File: src/rtl/button_debounce_repeat.sv
// Push-button conditioner: two-flop synchroniser, press/release debounce, and
// auto-repeat press strobes while the button stays held.
module button_debounce_repeat #(
    parameter int DB_CYCLES   = 100000,
    parameter int HOLD_CYCLES = 2500000,
    parameter int RPT_CYCLES  = 500000,
    parameter int CNT_W       = 22
) (
    input  logic clk_5MHz,
    input  logic rst,
    input  logic i_push_button,
    output logic o_pressed,
    output logic o_press_pulse,
    output logic o_release_pulse,
    output logic o_long_hold
);

    typedef enum logic [2:0] {
        IDLE,
        PRESS_DB,
        PRESSED,
        REPEAT,
        RELEASE_DB
    } state_t;

    localparam logic [CNT_W-1:0] DB_LAST   = CNT_W'(DB_CYCLES - 1);
    localparam logic [CNT_W-1:0] HOLD_LAST = CNT_W'(HOLD_CYCLES - 1);
    localparam logic [CNT_W-1:0] RPT_LAST  = CNT_W'(RPT_CYCLES - 1);

    logic             sync1_q;
    logic             sync2_q;
    logic             btn_s;
    state_t           state_q;
    logic [CNT_W-1:0] cnt_q;
    logic [CNT_W-1:0] cnt_d;
    logic             pressed_q;
    logic             press_q;
    logic             release_q;
    logic             long_q;

    always_ff @(posedge clk_5MHz or posedge rst) begin
        if (rst) begin
            sync1_q <= 1'b0;
            sync2_q <= 1'b0;
        end else begin
            sync1_q <= i_push_button;
            sync2_q <= sync1_q;
        end
    end

    assign btn_s = sync2_q;
    assign cnt_d = cnt_q + 1'b1;

    // Every state change clears the counter, so each state times from zero
    // against its own terminal value; strobes default low for one-cycle width.
    always_ff @(posedge clk_5MHz or posedge rst) begin
        if (rst) begin
            state_q   <= IDLE;
            cnt_q     <= '0;
            pressed_q <= 1'b0;
            press_q   <= 1'b0;
            release_q <= 1'b0;
            long_q    <= 1'b0;
        end else begin
            press_q   <= 1'b0;
            release_q <= 1'b0;
            case (state_q)
                IDLE: begin
                    if (btn_s) begin
                        state_q <= PRESS_DB;
                        cnt_q   <= '0;
                    end
                end
                PRESS_DB: begin
                    if (!btn_s) begin
                        state_q <= IDLE;
                        cnt_q   <= '0;
                    end else if (cnt_q == DB_LAST) begin
                        state_q   <= PRESSED;
                        cnt_q     <= '0;
                        pressed_q <= 1'b1;
                        press_q   <= 1'b1;
                    end else begin
                        cnt_q <= cnt_d;
                    end
                end
                PRESSED: begin
                    if (!btn_s) begin
                        state_q <= RELEASE_DB;
                        cnt_q   <= '0;
                    end else if (cnt_q == HOLD_LAST) begin
                        state_q <= REPEAT;
                        cnt_q   <= '0;
                        press_q <= 1'b1;
                        long_q  <= 1'b1;
                    end else begin
                        cnt_q <= cnt_d;
                    end
                end
                REPEAT: begin
                    if (!btn_s) begin
                        state_q <= RELEASE_DB;
                        cnt_q   <= '0;
                    end else if (cnt_q == RPT_LAST) begin
                        cnt_q   <= '0;
                        press_q <= 1'b1;
                    end else begin
                        cnt_q <= cnt_d;
                    end
                end
                RELEASE_DB: begin
                    // A bounce back high resumes hold/repeat timing from scratch.
                    if (btn_s) begin
                        state_q <= long_q ? REPEAT : PRESSED;
                        cnt_q   <= '0;
                    end else if (cnt_q == DB_LAST) begin
                        state_q   <= IDLE;
                        cnt_q     <= '0;
                        pressed_q <= 1'b0;
                        long_q    <= 1'b0;
                        release_q <= 1'b1;
                    end else begin
                        cnt_q <= cnt_d;
                    end
                end
                default: begin
                    state_q <= IDLE;
                    cnt_q   <= '0;
                end
            endcase
        end
    end

    assign o_pressed       = pressed_q;
    assign o_press_pulse   = press_q;
    assign o_release_pulse = release_q;
    assign o_long_hold     = long_q;

endmodule

File: config.mk
export PLATFORM = sky130hd
export DESIGN_NAME = button_debounce_repeat
export DESIGN_NICKNAME = d
export VERILOG_FILES = /design/src/rtl/button_debounce_repeat.sv
export SDC_FILE = /design/constraint.sdc
export NUM_CORES = 1
export LEC_CHECK = 0
export CAP_MARGIN = 30
export CORE_UTILIZATION = 45
export CTS_BUF_LIST = sky130_fd_sc_hd__clkbuf_16
export CTS_CLUSTER_SIZE = 16
export DETAILED_ROUTE_END_ITERATION = 10
export MAX_ROUTING_LAYER = met4
export PLACE_DENSITY_LB_ADDON = 0.05
export RECOVER_POWER = 100
export SLEW_MARGIN = 15
export SYNTH_ARGS = -nofsm -noshare
export SYNTH_HDL_FRONTEND = slang
export SYNTH_SLANG_ARGS = --single-unit
File: constraint.sdc
create_clock -name clk_5MHz -period 2.6 [get_ports clk_5MHz]
set_input_delay 0.65 -clock clk_5MHz [delete_from_list [all_inputs] [get_ports clk_5MHz]]
set_output_delay 0.65 -clock clk_5MHz [all_outputs]
set_load 0.02 [all_outputs]
==> results by group <==
Layout
  • Nets: 200
  • Post-Route Utilization: 54.0%
  • # fillers: 345
  • Non-Filler Instances: 245
  • Synth-to-layout area growth: 14.5%
  • Layout cells sized above 1: 12.2%
  • Ant. Diodes: 0

Drt
  • Post-DR wirelength/cell: 14.1 µm
  • Router iterations before antenna repair: 4
  • Wl on met1: 1.69 mm
  • Antenna-violating nets left: 0
  • Top Layer Used: met4
  • Iteration-0 DRC Markers: 57
  • DRC viols: 0
  • Total vias in the final route: 1345
  • Met3 wire len: 96 µm
  • Routed WL: 3.45 mm
  • Via/cell ratio: 5.49
  • DR WL met2: 1.62 mm

Synthesis
  • FF+latch count, synth: 31
  • Syn Std Cell Area: 1730 µm²
  • Ys flop type: dfrtp_1
  • Syn nets: 188
  • Synth cell types: 42
  • Warnings from Yosys: 0
  • Largest area contributor in the netlist: dfrtp_1
  • Post-synth EDFFs: 0
  • Cell with the most instances after synthesis: dfrtp_1
  • Post-synth top cells: dfrtp_1 (31), nor2_1 (30), nand2_1 (20)
  • Syn Area/Cell: 9.38 µm²
  • Synth area leaders: dfrtp_1 (45%), nor2_1 (6.5%), xor2_1 (4.6%)
  • Post-synthesis async set-or-reset flop share: 100%
  • Synth top area share: 44.9%
  • Cell count after synthesis: 184
  • Sequential cell area fraction in the yosys report: 44.9%

GRT
  • GRT Total Usage: 20.1%
  • Vias in the first global route: 1261
  • Largest net degree at the start of global routing: 32
  • Total grt overflow: 0
  • Antenna violations before repair: 0
  • First-pass GRT wire length: 6.04 mm

Worst setup path
  • WS Path Type: flip-flop to flip-flop
  • Worst-path maximum fanout: 5
  • WP data required: 2760 ps
  • WP data arrival: 2590 ps
  • Critical Path Sink Type: flip-flop
  • Worst setup SP type: flip-flop

Timing
  • Max-slew headroom: 48.3%
  • Final worst slack: 170 ps
  • Slew at the pin closest to its max-slew limit: 775 ps
  • Worst Skew: 4.44 ps
  • Final hold vios: 0
  • Max-slew violations: 0
  • F_max: 411 MHz
  • Unrepaired setup endpoints after global routing: false
  • Period minus WS final: 2430 ps
  • Final setup vio count: 0
  • Final worst-path cycle share: 93.5%
  • TNS Setup: 0 ps

Clock tree
  • Root Buffer: clkbuf_16
  • Clock slew at reported path FFs: 50 ps
  • Max Buffers Root-to-Sink: 2
  • PostCTS Resize Cnt: 0
  • Clk_lat worst skew: 270 ps
  • Clock Sink Count: 31
  • Total CTS buffers: 5
  • Hold-fix buffers, CTS: 0
  • Post-CTS Setup Bufs: 0
  • CTS H-tree lvls: 2
  • CTS tree: built

Die
  • Die Area: 4090 µm²
  • Core footprint: 3660 µm²
  • I/O pin cnt: 7
  • Cell Rows: 22
  • Initial Util: 47.2%
  • Die Span Y: 63.9 µm
  • Die Wd: 63.9 µm

Pwr
  • Total power: 1.11 mW
  • Pleak: 0.829 nW
  • Maximum VDD drop: 0.310 mV
  • Pwr dens: 563 nW/µm²

Placement
  • Dpl cells: 236
  • Gpl congestion: 0.841
  • Pre-CTS WS: 202 ps
  • Post-DP HPWL: 2.46 mm
  • I/O Buffers: 6

Job
  • Max-Cap Viols: 0

Min path
  • Min-delay worst type: flip-flop to flip-flop

Run status
  • Status: finished, final reports clean
[registers in the layout (all words and copies together), names as in the netlist]
register	flops
btn_s	1
o_press_pulse	1
o_pressed	1
o_long_hold	1
o_release_pulse	1
state_q	3
sync1_q	1
cnt_q	22
[final timing paths]
path,slack (ps),cells after the start,endpoint,from
hold / removal,350,0,btn_s$_DFF_PP0_,sync1_q$_DFF_PP0_
min in group asynchronous,1040,3,sync1_q$_DFF_PP0_,rst
setup / recovery,170,7,o_pressed$_DFFE_PP0P_,cnt_q[0]$_DFFE_PP0N_
setup reg to reg,170,7,o_pressed$_DFFE_PP0P_,cnt_q[0]$_DFFE_PP0N_
hold reg to reg,350,0,btn_s$_DFF_PP0_,sync1_q$_DFF_PP0_
max in group asynchronous,1070,3,cnt_q[4]$_DFFE_PP0N_,rst
[power breakdown]
part | leakage [nW] | total [mW] | switching, mW | internal, mW
registers | 0.424 | 0.506 | 0.0131 | 0.493
clock network | 0.0701 | 0.529 | 0.187 | 0.343
logic | 0.334 | 0.0780 | 0.0504 | 0.0276
[area by class of cell]
type / instances / area [µm²] / share of cell area, %
Clock buffer: 5 / 125 / 6.33
Clock inverter: 3 / 11.3 / 0.570
Inverter: 3 / 11.3 / 0.570
Multi-Input combinational cell: 141 / 878 / 44.4
Sequential cell: 31 / 776 / 39.2
Tap cell: 48 / 60.1 / 3.04
Timing Repair Buffer: 14 / 115 / 5.82
[worst max-delay path, cell delays in order (launching register included)]
cell,delay (ps)
dfrtp_1,380
ha_1,200
and3_1,280
nand3_2,170
or4_4,600
or4b_1,480
a21oi_1,150
nor2_1,50
[through the flow]
stage                     cell area [µm²]  hold WS, ps
after floorplan                      1730          331
after global placement               1850          334
after detailed placement             1850          342
after CTS                            1980          353
after global routing                 1980          352
final                                1980          349
[kinds of logic (layout without fill, tap and decap cells)]
group,after synthesis,after routing,share of synthesized area (%)
AOI/OAI and AO/OA,25,25,10.0
xor gates and xnor gates,14,14,7.10
adders and majority gates,1,1,0.725
buffers and inverters,12,25,3.70
DFF,31,31,44.9
muxes,2,2,1.16
and+or+nand+nor,99,99,32.4
[layer usage]
metal | vias up | GRT usage [%]
met5 | - | -
met4 | 0 | 5.97
met3 | 7 | 3.75
met2 | 21 | 31.3
met1 | 645 | 26.7
li1 | 672 | -
[placed cells by master (no fill, tap or decap), types with 3 or more instances in the layout]
master,instances
a21oi_1,9
buf_4,6
clkbuf_16,5
dfrtp_1,31
dlygate4sd3_1,6
inv_1,4
nand2_1,20
nand3_1,9
nand4_1,8
nor2_1,30
nor3_1,4
nor4_2,3
o21ai_0,8
xnor2_1,5
xor2_1,9
(Power assumes the default switching activity.)
